--- config.mk ---
export PLATFORM = sky130hd
export DESIGN_NAME = alu_seq_flat
export DESIGN_NICKNAME = d
export VERILOG_FILES = /design/src/rtl/alu_pkg.sv /design/src/rtl/alu_seq_if.sv /design/src/rtl/alu_muldiv_iter.sv /design/src/rtl/alu_seq.sv /design/src/flat_wrapper.sv
export SDC_FILE = /design/constraint.sdc
export NUM_CORES = 1
export LEC_CHECK = 0
export ABC_AREA = 1
export ABC_CLOCK_PERIOD_IN_PS = 2550
export CAP_MARGIN = 15
export CORE_MARGIN = 2
export CORE_UTILIZATION = 62
export CTS_BUF_LIST = sky130_fd_sc_hd__clkbuf_8
export DETAILED_ROUTE_END_ITERATION = 7
export DONT_BUFFER_PORTS = 1
export PLACE_DENSITY = 0.81
export SLEW_MARGIN = 30
export SYNTH_ARGS = -nofsm -noshare
export SYNTH_HDL_FRONTEND = slang
export SYNTH_HIERARCHICAL = 1
export SYNTH_SLANG_ARGS = --single-unit
--- constraint.sdc ---
create_clock -name clk -period 2.55 [get_ports clk]
set_input_delay 0.1275 -clock clk [delete_from_list [all_inputs] [get_ports clk]]
set_output_delay 0.1275 -clock clk [all_outputs]
set_load 0.01 [all_outputs]
--- src/rtl/alu_pkg.sv ---
// Shared opcode map, FSM states and iterative-unit operation codes for the
// sequential ALU and its bench.
package alu_pkg;

    localparam logic [3:0] OP_ADD  = 4'b0001;
    localparam logic [3:0] OP_SUB  = 4'b0010;
    localparam logic [3:0] OP_SLTU = 4'b0011;
    localparam logic [3:0] OP_XOR  = 4'b0100;
    localparam logic [3:0] OP_SLT  = 4'b0101;
    localparam logic [3:0] OP_AND  = 4'b0110;
    localparam logic [3:0] OP_OR   = 4'b0111;
    localparam logic [3:0] OP_SLL  = 4'b1000;
    localparam logic [3:0] OP_SRL  = 4'b1001;
    localparam logic [3:0] OP_SRA  = 4'b1010;
    localparam logic [3:0] OP_MUL  = 4'b1100;
    localparam logic [3:0] OP_DIVU = 4'b1101;
    localparam logic [3:0] OP_REMU = 4'b1110;

    typedef enum logic [1:0] {
        IDLE = 2'd0,
        BUSY = 2'd1,
        HOLD = 2'd2
    } state_e;

    typedef enum logic [1:0] {
        MD_MUL  = 2'd0,
        MD_DIVU = 2'd1,
        MD_REMU = 2'd2
    } md_op_e;

    function automatic logic is_iterative(input logic [3:0] op);
        return (op == OP_MUL) || (op == OP_DIVU) || (op == OP_REMU);
    endfunction

endpackage

--- src/rtl/alu_seq_if.sv ---
// Request/result handshake bundle between an ALU client (master) and alu_seq (slave).
interface alu_seq_if #(parameter int unsigned WIDTH = 32);

    logic             in_valid;
    logic             in_ready;
    logic [3:0]       alucontrol;
    logic [WIDTH-1:0] a;
    logic [WIDTH-1:0] b;
    logic             out_valid;
    logic             out_ready;
    logic [WIDTH-1:0] aluRes;
    logic             zero;
    logic             ovf;

    modport master (
        output in_valid, alucontrol, a, b, out_ready,
        input  in_ready, out_valid, aluRes, zero, ovf
    );

    modport slave (
        input  in_valid, alucontrol, a, b, out_ready,
        output in_ready, out_valid, aluRes, zero, ovf
    );

endinterface

--- src/rtl/alu_muldiv_iter.sv ---
// One-bit-per-cycle shift-add multiplier and restoring divider sharing one datapath.
module alu_muldiv_iter
    import alu_pkg::*;
#(
    parameter int unsigned WIDTH = 32
) (
    input  logic             clk,
    input  logic             rst_n,
    input  logic             start_i,
    input  md_op_e           op_i,
    input  logic [WIDTH-1:0] a_i,
    input  logic [WIDTH-1:0] b_i,
    output logic             done_o,
    output logic [WIDTH-1:0] result_o
);

    localparam int unsigned CW = $clog2(WIDTH);

    logic             busy_q;
    logic [CW-1:0]    cnt_q;
    md_op_e           op_q;
    logic [WIDTH-1:0] acc_q, acc_d;
    logic [WIDTH-1:0] x_q, x_d;
    logic [WIDTH-1:0] y_q, y_d;
    logic [WIDTH:0]   trial;
    logic [WIDTH:0]   diff;

    // MUL: acc=product, x=multiplier (shifts right), y=multiplicand (shifts left).
    // DIV: acc=partial remainder, x=dividend shifting into quotient, y=divisor.
    assign trial = {acc_q, x_q[WIDTH-1]};
    assign diff  = trial - {1'b0, y_q};

    always_comb begin
        acc_d = acc_q;
        x_d   = x_q;
        y_d   = y_q;
        if (op_q == MD_MUL) begin
            acc_d = acc_q + (x_q[0] ? y_q : '0);
            x_d   = x_q >> 1;
            y_d   = y_q << 1;
        end else if (!diff[WIDTH]) begin
            acc_d = diff[WIDTH-1:0];
            x_d   = {x_q[WIDTH-2:0], 1'b1};
        end else begin
            acc_d = trial[WIDTH-1:0];
            x_d   = {x_q[WIDTH-2:0], 1'b0};
        end
    end

    // Result is taken from the final step's next-state so the caller can
    // register it on the same edge the last step completes.
    assign done_o   = busy_q && (cnt_q == CW'(WIDTH - 1));
    assign result_o = (op_q == MD_DIVU) ? x_d : acc_d;

    always_ff @(posedge clk or negedge rst_n) begin
        if (!rst_n) begin
            busy_q <= 1'b0;
            cnt_q  <= '0;
            op_q   <= MD_MUL;
            acc_q  <= '0;
            x_q    <= '0;
            y_q    <= '0;
        end else if (start_i) begin
            busy_q <= 1'b1;
            cnt_q  <= '0;
            op_q   <= op_i;
            acc_q  <= '0;
            x_q    <= (op_i == MD_MUL) ? b_i : a_i;
            y_q    <= (op_i == MD_MUL) ? a_i : b_i;
        end else if (busy_q) begin
            acc_q <= acc_d;
            x_q   <= x_d;
            y_q   <= y_d;
            cnt_q <= cnt_q + 1'b1;
            if (done_o) begin
                busy_q <= 1'b0;
            end
        end
    end

endmodule

--- src/rtl/alu_seq.sv ---
// Sequential ALU: combinational single-cycle ops plus an iterative mul/div unit,
// both feeding one valid/ready result register.
module alu_seq
    import alu_pkg::*;
#(
    parameter int unsigned WIDTH = 32
) (
    input  logic     clk,
    input  logic     rst_n,
    alu_seq_if.slave bus
);

    localparam int unsigned SW = $clog2(WIDTH);

    state_e           state_q, state_d;
    logic             out_valid_q, out_valid_d;
    logic [WIDTH-1:0] res_q, res_d;
    logic             ovf_q, ovf_d;

    logic             accept;
    logic             iterative;
    logic [SW-1:0]    shamt;
    logic [WIDTH-1:0] sum, dif;
    logic [WIDTH-1:0] sc_res;
    logic             sc_ovf;
    md_op_e           md_op;
    logic             md_done;
    logic [WIDTH-1:0] md_res;

    assign bus.in_ready = rst_n && (state_q == IDLE) && (!out_valid_q || bus.out_ready);
    assign accept       = bus.in_valid && bus.in_ready;
    assign iterative    = is_iterative(bus.alucontrol);
    assign shamt        = bus.b[SW-1:0];
    assign sum          = bus.a + bus.b;
    assign dif          = bus.a - bus.b;

    always_comb begin
        sc_res = '0;
        sc_ovf = 1'b0;
        case (bus.alucontrol)
            OP_ADD: begin
                sc_res = sum;
                sc_ovf = (bus.a[WIDTH-1] == bus.b[WIDTH-1]) && (sum[WIDTH-1] != bus.a[WIDTH-1]);
            end
            OP_SUB: begin
                sc_res = dif;
                sc_ovf = (bus.a[WIDTH-1] != bus.b[WIDTH-1]) && (dif[WIDTH-1] != bus.a[WIDTH-1]);
            end
            OP_SLTU: sc_res = {{(WIDTH-1){1'b0}}, (bus.a < bus.b)};
            OP_XOR:  sc_res = bus.a ^ bus.b;
            OP_SLT:  sc_res = {{(WIDTH-1){1'b0}}, ($signed(bus.a) < $signed(bus.b))};
            OP_AND:  sc_res = bus.a & bus.b;
            OP_OR:   sc_res = bus.a | bus.b;
            OP_SLL:  sc_res = bus.a << shamt;
            OP_SRL:  sc_res = bus.a >> shamt;
            OP_SRA:  sc_res = $unsigned($signed(bus.a) >>> shamt);
            default: sc_res = '0;
        endcase
    end

    always_comb begin
        md_op = MD_MUL;
        if (bus.alucontrol == OP_DIVU) md_op = MD_DIVU;
        if (bus.alucontrol == OP_REMU) md_op = MD_REMU;
    end

    alu_muldiv_iter #(.WIDTH(WIDTH)) u_muldiv (
        .clk      (clk),
        .rst_n    (rst_n),
        .start_i  (accept && iterative),
        .op_i     (md_op),
        .a_i      (bus.a),
        .b_i      (bus.b),
        .done_o   (md_done),
        .result_o (md_res)
    );

    // HOLD marks a result stalled by the consumer; consumption alone clears out_valid.
    always_comb begin
        state_d     = state_q;
        out_valid_d = out_valid_q;
        res_d       = res_q;
        ovf_d       = ovf_q;
        case (state_q)
            IDLE: begin
                if (accept && iterative) begin
                    state_d     = BUSY;
                    out_valid_d = 1'b0;
                end else if (accept) begin
                    res_d       = sc_res;
                    ovf_d       = sc_ovf;
                    out_valid_d = 1'b1;
                end else if (out_valid_q && bus.out_ready) begin
                    out_valid_d = 1'b0;
                end else if (out_valid_q) begin
                    state_d = HOLD;
                end
            end
            BUSY: begin
                if (md_done) begin
                    res_d       = md_res;
                    ovf_d       = 1'b0;
                    out_valid_d = 1'b1;
                    state_d     = IDLE;
                end
            end
            HOLD: begin
                if (bus.out_ready) begin
                    out_valid_d = 1'b0;
                    state_d     = IDLE;
                end
            end
            default: state_d = IDLE;
        endcase
    end

    always_ff @(posedge clk or negedge rst_n) begin
        if (!rst_n) begin
            state_q     <= IDLE;
            out_valid_q <= 1'b0;
            res_q       <= '0;
            ovf_q       <= 1'b0;
        end else begin
            state_q     <= state_d;
            out_valid_q <= out_valid_d;
            res_q       <= res_d;
            ovf_q       <= ovf_d;
        end
    end

    assign bus.out_valid = out_valid_q;
    assign bus.aluRes    = res_q;
    assign bus.zero      = (res_q == '0);
    assign bus.ovf       = ovf_q;

endmodule

--- src/flat_wrapper.sv ---
// flat-port wrapper written by rule: the top's interface ports become plain ports
module alu_seq_flat import alu_pkg::*;
#(
    parameter int unsigned WIDTH = 32
)
  (clk, rst_n, bus_in_valid, bus_alucontrol, bus_a, bus_b, bus_out_ready, bus_in_ready, bus_out_valid, bus_aluRes, bus_zero, bus_ovf);
  alu_seq_if #(.WIDTH(WIDTH)) bus_i ();
  input  logic clk;
  input  logic rst_n;
  input wire logic [$bits(bus_i.in_valid)-1:0] bus_in_valid;
  input wire logic [$bits(bus_i.alucontrol)-1:0] bus_alucontrol;
  input wire logic [$bits(bus_i.a)-1:0] bus_a;
  input wire logic [$bits(bus_i.b)-1:0] bus_b;
  input wire logic [$bits(bus_i.out_ready)-1:0] bus_out_ready;
  output wire logic [$bits(bus_i.in_ready)-1:0] bus_in_ready;
  output wire logic [$bits(bus_i.out_valid)-1:0] bus_out_valid;
  output wire logic [$bits(bus_i.aluRes)-1:0] bus_aluRes;
  output wire logic [$bits(bus_i.zero)-1:0] bus_zero;
  output wire logic [$bits(bus_i.ovf)-1:0] bus_ovf;
  assign bus_i.in_valid = bus_in_valid;
  assign bus_i.alucontrol = bus_alucontrol;
  assign bus_i.a = bus_a;
  assign bus_i.b = bus_b;
  assign bus_i.out_ready = bus_out_ready;
  assign bus_in_ready = bus_i.in_ready;
  assign bus_out_valid = bus_i.out_valid;
  assign bus_aluRes = bus_i.aluRes;
  assign bus_zero = bus_i.zero;
  assign bus_ovf = bus_i.ovf;
  alu_seq #(.WIDTH(WIDTH)) u_core (.clk(clk), .rst_n(rst_n), .bus(bus_i));
endmodule
==> impl_metrics.ini, run 1 <==
[synthesis]
syn_area_per_cell_um2 = 5.39
synth_top_family_by_area = simple AND/OR/NAND/NOR gates
synth_flop_cell = dfrtp_1
netlist_instances = 4358
async_flop_share = 1.00
synth_commonest_cells = 1506 x nand2_1, 590 x inv_1, 570 x nand3_1
synth_seq_area_share = 0.149
syn_area_mm2 = 0.0235
ys_seq_elements = 140
synth_fa_ha_area_frac = 0.0944
yosys.area_share.simple = 0.471
synth_top_area_frac = 0.241
yosysWarnings = 6
ys_types = 52
synth_top_cells_by_area = nand2_1 24%, dfrtp_1 15%, nand3_1 12%
synth-edff-count = 0
synth.largest_area_cell = nand2_1
synth_nets = 4605
synth-xor-area-share = 0.00783
yosysMostFrequentCell = nand2_1
muxShareOfSynthArea = 0.00383
synth_compound_area_frac = 0.139

[floorplanning]
initial_core_util = 0.627
ios = 108
die_w_um = 199
std_cell_rows = 71
die_h_um = 199

[run_status]
tool.error = [ERROR GRT-0232] Routing congestion too high. Check the congestion heatmap in the GUI.
lastStage = global routing
status = aborted with a tool error

[placed_design]
dpl.hpwl_um = 90100
portBuffers = 0
gp_congestion = 1.20

[clock_tree]
htreeDepth = 4
cts_num_sinks = 140
cts_root_buf = clkbuf_8
numCtsBuffers = 17
clk_path_buf_depth = 2

[global_route]
grt_max_degree = 142
track_usage = 0.681
grt.overflow.total = 10
[repair_timing]
item	in CTS
hold endpoints to repair	184
gates cloned	2
setup buffers	17
setup endpoints to repair	42
resized for setup	159
pin swaps	62
hold buffers	43
[logic make-up after synthesis]
kind of cell | count (synthesis)
and+or+nand+nor | 2614
buffers and inverters | 799
AOI/OAI and AO/OA | 600
adders and majority gates | 175
DFF | 140
xor gates and xnor gates | 21
muxes | 9
[metal layers]
layer | global-route usage | overflow
met5 | 0.109 | 1
met4 | 0.674 | 4
met3 | 0.467 | 0
met2 | 0.884 | 5
met1 | 0.698 | 0
[stage by stage]
stage | cells | instance area [um^2] | util | setup TNS (ns) | setup slack (ns)
2_1_floorplan | 4358 | 23500 | - | 0 | 0.0217
3_3_place_gp | 5036 | 26100 | 0.696 | -4.82 | -0.237
3_5_place_dp | 5036 | 26100 | 0.696 | -7.23 | -0.287
4_1_cts | 5129 | 27800 | 0.742 | -1.77 | -0.0738
==> run 2: changes to the inputs <==
ABC_CLOCK_PERIOD_IN_PS = 3300   (was 2550)
CORE_UTILIZATION = 40   (was 62)
CTS_BUF_LIST = default   (was sky130_fd_sc_hd__clkbuf_8)
PLACE_DENSITY = default   (was 0.81)
PLACE_DENSITY_LB_ADDON = 0.15   (was default)
clock period = 3.3 ns   (was 2.55 ns; I/O delays follow)
==> run 2 against run 1 <==
Compared with the run above: the flow now finishes, with violations (design-rule violations, negative hold slack); synthesized cell count stayed put; area after synthesis stayed put.
==> impl_metrics.ini, run 2 <==
[setup_path]
reg2reg_to = u_core/bus.aluRes[25]
reg2reg_from = u_core/u_muldiv/x_q[31]
r2r_cells = 21
r2r_slack_ns = 0.20
cp.required_ns = 3.69
cp_common_cell = nand2_1
crit_path_start_kind = flop
cp.arrival_ns = 3.49
crit_fanout = 8
crit_path_end_kind = flop
critPathMaxStageDelay_ns = 0.42
cp_slowest_cell = fa_1
critPathKind = reg -> reg
path_cells = inv_1 -> ha_1 -> inv_1 -> fa_1 -> nand2_1 -> nand2_1 -> nand3_1 -> nand2_2 -> nand2_2 -> nand2_2 -> nand2_4 -> nand2_4 -> nand2_4 -> nand3_2 -> nand2_1 -> nand2_1 -> nand2_1 -> nand2_1 -> nand2_1 -> a21oi_1 -> a21oi_1

[global_route]
grt.overflow.total = 0
track_usage = 0.404
grt_use_met1 = 0.479
grt_pass1_vias = 27154
antenna_found_initial = 9
use_met2 = 0.641
grt_use_met3 = 0.0915
grt_pass1_wl_um = 179000
grt_max_degree = 142
grt-busiest-layer = met2

[clock_tree]
cts_tree = done
numCtsBuffers = 17
clk_path_buf_depth = 2
cts_root_buf = clkbuf_16
ctsHoldBuffers = 18
worstSkewPairLatency_ns = 0.47
path_clk_slew_ns = 0.07
htreeDepth = 4
cts_num_sinks = 140

[timing]
rsz0062_at_grt = no
finalSetupViolations = 0
fin_skew_ns = 0.0186
fmax_mhz = 322
min_period_ns = 3.10
fin_hold_ws_ns = -0.588
hold_viol_final = 140
tightest_slew_ns = 0.851
tns_ns = 0
slew_headroom = 0.427
slew_violations = 0
post-route-period-util = 0.941

[route]
drt-total-wl_um = 126000
first_iter_violations = 3650
dr.pass1.iters = 8
via_count = 29423
ant_nets = 0
wl_per_cell_um = 24.9
drc = 6
vias_per_cell = 5.81

[synthesis]
syn_area_mm2 = 0.0235
synth_nets = 4605
syn_area_per_cell_um2 = 5.39
synth_flop_cell = dfrtp_1
synth-edff-count = 0
ys_types = 52
yosysMostFrequentCell = nand2_1
yosysWarnings = 6
ys_seq_elements = 140
synth.largest_area_cell = nand2_1
synth_seq_area_share = 0.149
synth_top_cells_by_area = nand2_1 24%, dfrtp_1 15%, nand3_1 12%
netlist_instances = 4358
synth_commonest_cells = 1506 x nand2_1, 590 x inv_1, 570 x nand3_1
synth_top_area_frac = 0.241
async_flop_share = 1.00

[run_status]
status = complete, but fails checks
violations = design-rule violations, negative hold slack

[placed_design]
gp_congestion = 1.08
dpl.hpwl_um = 99600
portBuffers = 0

[power_and_ir_drop]
vdd_drop_max_mv = 0.511
p_per_area_mw_per_mm2 = 869
power.leakage_uw = 0.0138

[flow_run]
cap_violations = 0

[cells_and_area]
final_common_cell = nand2_1
finalNetCount = 4518
area_growth_pct = 6.35
most-common-layout-cells = 1506 x nand2_1, 588 x inv_1, 569 x nand3_1, 345 x nor2_1, 257 x a21oi_1
drive_gt1_frac = 0.0458

[floorplanning]
std_cell_rows = 88
ios = 108
die_h_um = 246
die_w_um = 246
core-area_mm2 = 0.0579
initial_core_util = 0.406
die_area_mm2 = 0.0607

[hold_path]
min_path_type = in -> async
-- run 2: cell counts after synthesis --
No cell type changed its count.
-- run 2: worst max-delay path by stage --
stage / slack, ns / from / to / depth (start not counted)
3_3_place_gp: 0.12 / u_core/u_muldiv/x_q[31] / u_core/bus.aluRes[14] / 20
4_1_cts: 0.04 / u_core/u_muldiv/x_q[31] / u_core/bus.aluRes[14] / 20
5_1_grt: 0.01 / u_core/u_muldiv/x_q[31] / u_core/bus.aluRes[14] / 19
3_5_place_dp: 0.06 / u_core/u_muldiv/x_q[31] / u_core/bus.aluRes[14] / 20
2_1_floorplan: 0.58 / u_core/u_muldiv/x_q[0] / u_core/bus.aluRes[22] / 21
6_report: 0.20 / u_core/u_muldiv/x_q[31] / u_core/bus.aluRes[25] / 21
-- run 2: cells by family after synthesis --
group | count (synthesis) | synth area share
and+or+nand+nor | 2614 | 0.471
adders and majority gates | 175 | 0.0944
muxes | 9 | 0.00383
buffers and inverters | 799 | 0.134
DFF | 140 | 0.149
xor gates and xnor gates | 21 | 0.00783
AOI/OAI and AO/OA | 600 | 0.139
-- run 2: critical path, delay by kind of cell (launching register included) --
family | cells | cell delay [ns]
buffers and inverters | 2 | 0.16
adder cells (fa/ha/maj) | 2 | 0.57
AND/OR/NAND/NOR | 15 | 1.69
AO/OA/AOI/OAI | 2 | 0.21
flip-flops | 1 | 0.39
-- run 2: metal layers --
metal,vias to the layer above,share of wire
met5,-,0.00033
met4,6,0.085
met3,396,0.097
met2,1581,0.44
met1,13603,0.38
li1,13837,-
-- run 2: repair_timing --
item                       in CTS  in global routing
resized for setup               0                  9
setup endpoints to repair       0                 27
hold endpoints to repair      159                140
setup buffers                   0                  3
-- run 2: cell type report --
cell class,instances,area (um^2)
diodes,14,35.0
repair buffers,73,693
inverters,618,2320
clock buffers,19,443
fillers,6723,32900
clock inverters,13,108
multi-input cells,3421,16900
flip-flops and latches,140,3500
well taps,765,957
-- run 2: where the power goes --
part / internal (uW) / total [uW] / switching, uW
combinational: 4800 / 15800 / 11000
clock: 998 / 1910 / 914
sequential: 2560 / 3960 / 1400
-- run 2: per-stage QoR --
| step | area (um^2) | instances | power, uW | setup WS, ns | utilization |
|---|---|---|---|---|---|
| after floorplan | 23500 | 4358 | 13800 | 0.581 | - |
| after global placement | 24200 | 4994 | 19100 | 0.115 | 0.417 |
| after detailed placement | 24200 | 4994 | 19000 | 0.0620 | 0.417 |
| after CTS | 24900 | 5044 | 21100 | 0.0402 | 0.430 |
| after global routing | 25000 | 5058 | 23300 | 0.0112 | 0.431 |
| final | 25000 | 5063 | 21700 | 0.196 | 0.432 |
Power figures use the tool's default switching activity.
